<file path="src/rtl/alu_pkg.sv">
// Shared ALU definitions: control codes from ALU_Control
// and the execute-stage FSM state encoding.
package alu_pkg;

  localparam logic [3:0] ALU_AND = 4'b0000;
  localparam logic [3:0] ALU_OR  = 4'b0001;
  localparam logic [3:0] ALU_ADD = 4'b0010;
  localparam logic [3:0] ALU_SUB = 4'b0110;
  localparam logic [3:0] ALU_SLT = 4'b0111;
  localparam logic [3:0] ALU_JR  = 4'b1000;
  localparam logic [3:0] ALU_SLL = 4'b1111;

  typedef enum logic {
    ST_IDLE  = 1'b0,
    ST_SHIFT = 1'b1
  } state_e;

endpackage

</file>
<file path="src/rtl/alu_exec_seq_if.sv">
// Issue/completion bundle for the execute-stage ALU.
// master: issuer (start, alu_ctrl, op_a, op_b, shamt out;
//   busy, done, result, zero, illegal in). slave: the ALU.
interface alu_exec_seq_if #(
  parameter int WIDTH = 32,
  parameter int SHW   = 5
);
  logic             start;
  logic [3:0]       alu_ctrl;
  logic [WIDTH-1:0] op_a;
  logic [WIDTH-1:0] op_b;
  logic [SHW-1:0]   shamt;
  logic             busy;
  logic             done;
  logic [WIDTH-1:0] result;
  logic             zero;
  logic             illegal;

  modport master (
    output start, alu_ctrl, op_a, op_b, shamt,
    input  busy, done, result, zero, illegal
  );

  modport slave (
    input  start, alu_ctrl, op_a, op_b, shamt,
    output busy, done, result, zero, illegal
  );
endinterface

</file>
<file path="src/rtl/alu_comb_core.sv">
// Combinational single-cycle ALU function f(alu_ctrl, A, B).
// Ports: alu_ctrl, a, b in; res, illegal out.
module alu_comb_core
  import alu_pkg::*;
#(
  parameter int WIDTH = 32
) (
  input  logic [3:0]       alu_ctrl,
  input  logic [WIDTH-1:0] a,
  input  logic [WIDTH-1:0] b,
  output logic [WIDTH-1:0] res,
  output logic             illegal
);

  logic lt;
  assign lt = $signed(a) < $signed(b);

  always_comb begin
    res     = '0;
    illegal = 1'b0;
    case (alu_ctrl)
      ALU_ADD: res = a + b;
      ALU_SUB: res = a - b;
      ALU_AND: res = a & b;
      ALU_OR:  res = a | b;
      ALU_SLT: res = {{(WIDTH-1){1'b0}}, lt};
      ALU_JR:  res = a;
      // sll by zero is a plain pass of B
      ALU_SLL: res = b;
      default: illegal = 1'b1;
    endcase
  end

endmodule

</file>
<file path="src/rtl/alu_exec_seq.sv">
// Execute-stage ALU: registered single-cycle ops, iterative sll.
// Ports: clk, reset (async, active-high), bus (slave modport).
module alu_exec_seq
  import alu_pkg::*;
#(
  parameter int WIDTH = 32,
  parameter int SHW   = 5
) (
  input  logic         clk,
  input  logic         reset,
  alu_exec_seq_if.slave bus
);

  localparam logic [SHW-1:0] CNT_ONE = SHW'(1);

  state_e           state_q, state_d;
  logic [WIDTH-1:0] acc_q, acc_d;
  logic [SHW-1:0]   cnt_q, cnt_d;
  logic [WIDTH-1:0] result_q, result_d;
  logic             zero_q, zero_d;
  logic             illegal_q, illegal_d;
  logic             done_q, done_d;
  logic             busy_q, busy_d;

  logic [WIDTH-1:0] core_res;
  logic             core_ill;
  logic [WIDTH-1:0] acc_shl;
  logic             do_shift;

  alu_comb_core #(.WIDTH(WIDTH)) u_core (
    .alu_ctrl (bus.alu_ctrl),
    .a        (bus.op_a),
    .b        (bus.op_b),
    .res      (core_res),
    .illegal  (core_ill)
  );

  assign acc_shl  = acc_q << 1;
  assign do_shift = (bus.alu_ctrl == ALU_SLL)
                  && (bus.shamt != '0);

  always_comb begin
    state_d   = state_q;
    acc_d     = acc_q;
    cnt_d     = cnt_q;
    result_d  = result_q;
    zero_d    = zero_q;
    illegal_d = illegal_q;
    busy_d    = busy_q;
    done_d    = 1'b0;
    unique case (state_q)
      ST_IDLE: begin
        if (bus.start) begin
          if (do_shift) begin
            acc_d   = bus.op_b;
            cnt_d   = bus.shamt;
            busy_d  = 1'b1;
            state_d = ST_SHIFT;
          end else begin
            result_d  = core_res;
            zero_d    = (core_res == '0);
            illegal_d = core_ill;
            done_d    = 1'b1;
          end
        end
      end
      ST_SHIFT: begin
        acc_d = acc_shl;
        cnt_d = cnt_q - CNT_ONE;
        if (cnt_q == CNT_ONE) begin
          result_d  = acc_shl;
          zero_d    = (acc_shl == '0);
          illegal_d = 1'b0;
          done_d    = 1'b1;
          busy_d    = 1'b0;
          state_d   = ST_IDLE;
        end
      end
      default: state_d = ST_IDLE;
    endcase
  end

  always_ff @(posedge clk or posedge reset) begin
    if (reset) begin
      state_q   <= ST_IDLE;
      acc_q     <= '0;
      cnt_q     <= '0;
      result_q  <= '0;
      zero_q    <= 1'b1;
      illegal_q <= 1'b0;
      done_q    <= 1'b0;
      busy_q    <= 1'b0;
    end else begin
      state_q   <= state_d;
      acc_q     <= acc_d;
      cnt_q     <= cnt_d;
      result_q  <= result_d;
      zero_q    <= zero_d;
      illegal_q <= illegal_d;
      done_q    <= done_d;
      busy_q    <= busy_d;
    end
  end

  assign bus.busy    = busy_q;
  assign bus.done    = done_q;
  assign bus.result  = result_q;
  assign bus.zero    = zero_q;
  assign bus.illegal = illegal_q;

endmodule

</file>
<file path="src/flat_wrapper.sv">
// flat-port wrapper written by rule: the top's interface ports become plain ports
module alu_exec_seq_flat import alu_pkg::*;
#(
  parameter int WIDTH = 32,
  parameter int SHW   = 5
)
  (clk, reset, bus_start, bus_alu_ctrl, bus_op_a, bus_op_b, bus_shamt, bus_busy, bus_done, bus_result, bus_zero, bus_illegal);
  alu_exec_seq_if #(.WIDTH(WIDTH), .SHW(SHW)) bus_i ();
  input  logic clk;
  input  logic reset;
  input wire logic [$bits(bus_i.start)-1:0] bus_start;
  input wire logic [$bits(bus_i.alu_ctrl)-1:0] bus_alu_ctrl;
  input wire logic [$bits(bus_i.op_a)-1:0] bus_op_a;
  input wire logic [$bits(bus_i.op_b)-1:0] bus_op_b;
  input wire logic [$bits(bus_i.shamt)-1:0] bus_shamt;
  output wire logic [$bits(bus_i.busy)-1:0] bus_busy;
  output wire logic [$bits(bus_i.done)-1:0] bus_done;
  output wire logic [$bits(bus_i.result)-1:0] bus_result;
  output wire logic [$bits(bus_i.zero)-1:0] bus_zero;
  output wire logic [$bits(bus_i.illegal)-1:0] bus_illegal;
  assign bus_i.start = bus_start;
  assign bus_i.alu_ctrl = bus_alu_ctrl;
  assign bus_i.op_a = bus_op_a;
  assign bus_i.op_b = bus_op_b;
  assign bus_i.shamt = bus_shamt;
  assign bus_busy = bus_i.busy;
  assign bus_done = bus_i.done;
  assign bus_result = bus_i.result;
  assign bus_zero = bus_i.zero;
  assign bus_illegal = bus_i.illegal;
  alu_exec_seq #(.WIDTH(WIDTH), .SHW(SHW)) u_core (.clk(clk), .reset(reset), .bus(bus_i));
endmodule
</file>
<file path="config.mk">
export PLATFORM = sky130hd
export DESIGN_NAME = alu_exec_seq_flat
export DESIGN_NICKNAME = d
export VERILOG_FILES = /design/src/rtl/alu_pkg.sv /design/src/rtl/alu_exec_seq_if.sv /design/src/rtl/alu_comb_core.sv /design/src/rtl/alu_exec_seq.sv /design/src/flat_wrapper.sv
export SDC_FILE = /design/constraint.sdc
export NUM_CORES = 1
export LEC_CHECK = 0
export ABC_CLOCK_PERIOD_IN_PS = 2530
export BUFFER_PORTS_ARGS = -buffer_cell sky130_fd_sc_hd__buf_2
export CAP_MARGIN = 10
export CORE_UTILIZATION = 56
export CTS_BUF_LIST = sky130_fd_sc_hd__clkbuf_2 sky130_fd_sc_hd__clkbuf_4 sky130_fd_sc_hd__clkbuf_8
export DETAILED_ROUTE_END_ITERATION = 10
export PLACE_DENSITY = 0.83
export SLEW_MARGIN = 20
export SYNTH_ARGS = -nofsm -noshare
export SYNTH_HDL_FRONTEND = slang
export SYNTH_SLANG_ARGS = --single-unit
</file>
<file path="constraint.sdc">
create_clock -name clk -period 2.53 [get_ports clk]
set_clock_uncertainty 0.2 [all_clocks]
set_input_delay 0.3795 -clock clk [delete_from_list [all_inputs] [get_ports clk]]
set_output_delay 0.3795 -clock clk [all_outputs]
set_load 0.01 [all_outputs]
</file>
==> results_dict.tcl, run 1 <==
set metrics [dict create \
    grt_pass1_wl_um 95700 \
    yosys.area.top_type "dfrtp_1" \
    grt.total_usage_pct 74.8 \
    syn_area_per_cell_um2 7.49 \
    clkSinkCount 73 \
    ys_seq_elements 73 \
    syn_nets 1432 \
    synthCells 1239 \
    fp.dieW_um 131 \
    root_buffer "clkbuf_8" \
    pin_count 112 \
    place_ws_ns -1.68 \
    error "[ERROR GRT-0116] Global routing finished with congestion. Check the congestion regions in the DRC Viewer." \
    grt_pass1_vias 15900 \
    place.gp.congestion 1.09 \
    grt_max_degree 56 \
    stop_stage "5_1_grt" \
    synth_edf_count 0 \
    async_flop_share_pct 100 \
    synth_cell_types 98 \
    cts_made_buffers 9 \
    num_rows 46 \
    place_area_um2 13100 \
    dp_cells 1876 \
    syn_area_um2 9280 \
    synth-main-ff-cell "dfrtp_1" \
    seq_area_frac_synth_pct 19.7 \
    dp.final_hpwl_um 30400 \
    synth_top_cell_area_share_pct 19.4 \
    ys_warn_count 0 \
    initial_core_util_pct 57.8 \
    portBuffers 111 \
    h-tree-depth 3 \
    yosys-top-cells-area "dfrtp_1, ha_1, a21oi_1, nor2_1, nand2_1" \
    die_y_um 131 \
    cts_buffer_depth 2 \
    status "aborted with a tool error" \
    grt_remaining_overflow 163 \
]
metrics by stage:
stage	utilization (%)	hold slack (ns)	setup TNS (ns)
CTS	88.7	0.150	-11.79
detailed placement	81.7	0.274	-30.25
global placement	81.7	0.265	-23.71
floorplan	-	0.285	-5.44
per-layer routing:
| metal | global-route usage, % | overflow |
|---|---|---|
| met5 | 12.1 | 0 |
| met4 | 81.3 | 60 |
| met3 | 54.2 | 0 |
| met2 | 94.3 | 100 |
| met1 | 74.8 | 3 |
logic make-up after synthesis:
logic type      after synthesis  share of synthesized area (%)
flops                        73                           19.7
mux                          27                           2.95
fa+ha+maj                   117                           15.9
simple gates                401                           20.7
xor+xnor                     12                           1.13
compound gates              430                           31.3
buf+inv                     179                           8.36
synth_stat cells, types with 5 or more instances:
cell type	instances
a211oi_1	10
a21boi_0	9
a21o_1	14
a21oi_1	121
a221o_1	6
a221oi_1	12
a222oi_1	7
a31oi_1	31
and2_1	7
and3_1	10
buf_2	12
buf_6	5
clkbuf_1	48
dfrtp_1	72
ha_1	115
inv_1	104
mux2i_1	24
nand2_1	110
nand2b_1	12
nand3_1	16
nand4_1	9
nor2_1	143
nor3_1	24
nor4_1	25
o2111ai_1	5
o211ai_1	12
o21a_1	11
o21ai_0	62
o21bai_1	26
o221ai_1	6
o22ai_1	22
o311ai_0	5
o31ai_1	13
or3_1	7
xnor2_1	8
what timing repair did:
item                                    in CTS
hold buffers                                 1
endpoints found under the setup margin      28
resized for setup                          165
setup buffers                               29
endpoints found under the hold margin       28
pin swaps                                   70
==> run 2, diff against run 1 <==
Settings changed: ABC_CLOCK_PERIOD_IN_PS 2530 to 3300, CORE_UTILIZATION 56 to 40, CTS_BUF_LIST sky130_fd_sc_hd__clkbuf_2 sky130_fd_sc_hd__clkbuf_4 sky130_fd_sc_hd__clkbuf_8 to unset, PLACE_DENSITY 0.83 to unset, PLACE_DENSITY_LB_ADDON set to 0.15.
Clock period 2.53 ns to 3.3 ns, I/O delays scaled along.
==> run 2 against run 1 <==
- the flow now finishes, with violations (negative setup slack)
- synthesized area is the same
- synthesized cell count did not move
==> results_dict.tcl, run 2 <==
set metrics [dict create \
    synth.most_common_cell "nor2_1" \
    rr_worst_depth 10 \
    p_leak_nw 6.65 \
    clock_latency_ns 0.33 \
    largest_reg_flops 32 \
    ir_drop_mv 0.392 \
    pin_count 112 \
    cp_slowest_cell "or4b_4" \
    slew_viol_final 0 \
    tightest_slew_ns 0.747 \
    syn_area_um2 9280 \
    grt_pass1_vias 10700 \
    initial_core_util_pct 40.9 \
    cts_made_buffers 9 \
    n_antenna_cell 0 \
    hold_path.class "in -> async" \
    place.gp.congestion 0.941 \
    synth-main-ff-cell "dfrtp_1" \
    avgViaCountPerCell 5.67 \
    synth_common_cells "nor2_1, a21oi_1, ha_1" \
    clkSinkCount 73 \
    powerDensity_nw_per_um2 442 \
    finalCritPeriodShare_pct 120 \
    path_max_fanout 4 \
    wl_per_cell_um 19.4 \
    synthCells 1239 \
    slew-limit-headroom_pct 49.8 \
    violations "negative setup slack" \
    cp.arrival_ns 4.05 \
    startpoint_type "primary input" \
    root_buffer "clkbuf_16" \
    place_ws_ns -1.09 \
    multi_input_area_um2 7430 \
    synth_top_cell_area_share_pct 19.4 \
    finalHoldViolCount 0 \
    die_y_um 154 \
    h-tree-depth 3 \
    syn_nets 1432 \
    place_area_um2 12700 \
    final.min_clock_period_ns 3.97 \
    yosys.area.top_type "dfrtp_1" \
    rsz0062_at_grt "yes" \
    final_common_cell "buf_4" \
    dp_cells 1934 \
    ant_nets 0 \
    status "finished, violations left" \
    drc_errors 0 \
    drive_above_1_share_pct 40.2 \
    yosys-top-cells-area "dfrtp_1, ha_1, a21oi_1, nor2_1, nand2_1" \
    grt_pass1_wl_um 59100 \
    critPathCaptureType "register" \
    setup_violations 9 \
    ys_seq_elements 73 \
    seq_area_frac_synth_pct 19.7 \
    layout_common_cells "buf_4, nor2_1, nand2_1, buf_2, a21oi_1" \
    syn_to_final_growth_pct 50.5 \
    cts_buffer_depth 2 \
    first_iter_violations 980 \
    crit_type "in -> reg" \
    grt.total_usage_pct 31.7 \
    grt_remaining_overflow 0 \
    ys_warn_count 0 \
    finalNetCount 1871 \
    async_flop_share_pct 100 \
    fin_util_pct 61.5 \
    final-seq-area_um2 1830 \
    stdcell_count 1968 \
    fmax_mhz 252 \
    wl_um 38100 \
    portBuffers 111 \
    finalWorstSetupSlack_ns -0.675 \
    clk_pin_slew_worst_paths_ns 0.06 \
    hold-worst-slack_ns 0.0246 \
    synth_edf_count 0 \
    grt_max_degree 74 \
    drt_pass1_iterations 6 \
    core_area_um2 22700 \
    synth_cell_types 98 \
    design_area_um2 14000 \
    fillers 2095 \
    cp_slowest_stage_delay_ns 0.52 \
    num_rows 55 \
    fp.dieW_um 154 \
    syn_area_per_cell_um2 7.49 \
    maxCapViolCount 0 \
    vias 11200 \
    dp.final_hpwl_um 30800 \
    dieArea_um2 23800 \
    crit_path_cell_trace "buf_2 > buf_4 > ha_2 > inv_1 > o311ai_4 > buf_4 > nor4_1 > nor4_2 > nand4bb_1 > or4_1 > or4b_4 > nor4b_4 > nand4_1 > nor4_2 > a21bo_1" \
    cts_tree "yes" \
    antenna_found_initial 0 \
    cp.required_ns 3.37 \
]
run 2: final cells by class:
cell class / instances / area share (%)
Inverter: 105 / 2.82
Clock buffer: 11 / 1.74
Sequential cell: 73 / 13.1
Multi-Input combinational cell: 987 / 53.2
Tap cell: 285 / 2.55
Timing Repair Buffer: 502 / 25.9
Clock inverter: 5 / 0.735
run 2: timing repair:
| action | in CTS | in global routing |
|---|---|---|
| setup endpoints to repair | 16 | 18 |
| gates resized for setup | 91 | 80 |
| endpoints found under the hold margin | 0 | 0 |
| pin swaps | 38 | 38 |
| buffers inserted | 8 | 13 |
| hold buffers | 0 | 0 |
run 2: worst paths after layout:
path	slack, ns	end	from
min in group clk	0.28	u_core.bus.busy$_DFFE_PP0P_	u_core.bus.busy$_DFFE_PP0P_
worst min-delay path	0.02	u_core.acc_q[24]$_DFFE_PP0P_	reset
max in group asynchronous	2.52	u_core.bus.zero$_DFFE_PP1P_	reset
worst max-delay path	-0.67	u_core.bus.zero$_DFFE_PP1P_	bus_op_a[2]
worst max register to register	0.16	u_core.bus.zero$_DFFE_PP1P_	u_core.state_q$_DFF_PP0_
worst min register to register	0.28	u_core.bus.busy$_DFFE_PP0P_	u_core.bus.busy$_DFFE_PP0P_
run 2: metal layers:
layer / track usage [%] / vias up / part of all wire (%)
li1: - / 5377 / -
met2: 49.9 / 457 / 44
met3: 4.01 / 54 / 6.7
met5: 0 / - / 0
met4: 9.01 / 0 / 2.1
met1: 45.4 / 5270 / 47
run 2: cells by family after synthesis:
kind of cell / after synthesis / share of synthesized area (%)
muxes: 27 / 2.95
DFF: 73 / 19.7
xor gates and xnor gates: 12 / 1.13
and+or+nand+nor: 401 / 20.7
buffers and inverters: 179 / 8.36
adders and majority gates: 117 / 15.9
AOI/OAI and AO/OA: 430 / 31.3
run 2: through the flow:
stage | setup TNS, ns | total power [mW]
6_report | -1.79 | 6.17
5_1_grt | -3.04 | 6.63
4_1_cts | -1.05 | 6.03
3_5_place_dp | -10.74 | 4.76
3_3_place_gp | -9.84 | 4.72
2_1_floorplan | -0.397 | 3.37
run 2: power by group:
part	leakage (nW)	switching (mW)	internal (mW)
clock	0.166	0.367	0.758
sequential	0.814	0.315	1.33
combinational	5.67	1.85	1.54
total	6.65	2.54	3.63
run 2: critical path, delay by kind of cell:
| kind | cells | cell delay (ns) |
|---|---|---|
| compound gates | 2 | 0.47 |
| fa+ha+maj | 1 | 0.23 |
| buf+inv | 4 | 0.52 |
| simple gates | 8 | 2.32 |
Power figures use the tool's default switching activity.
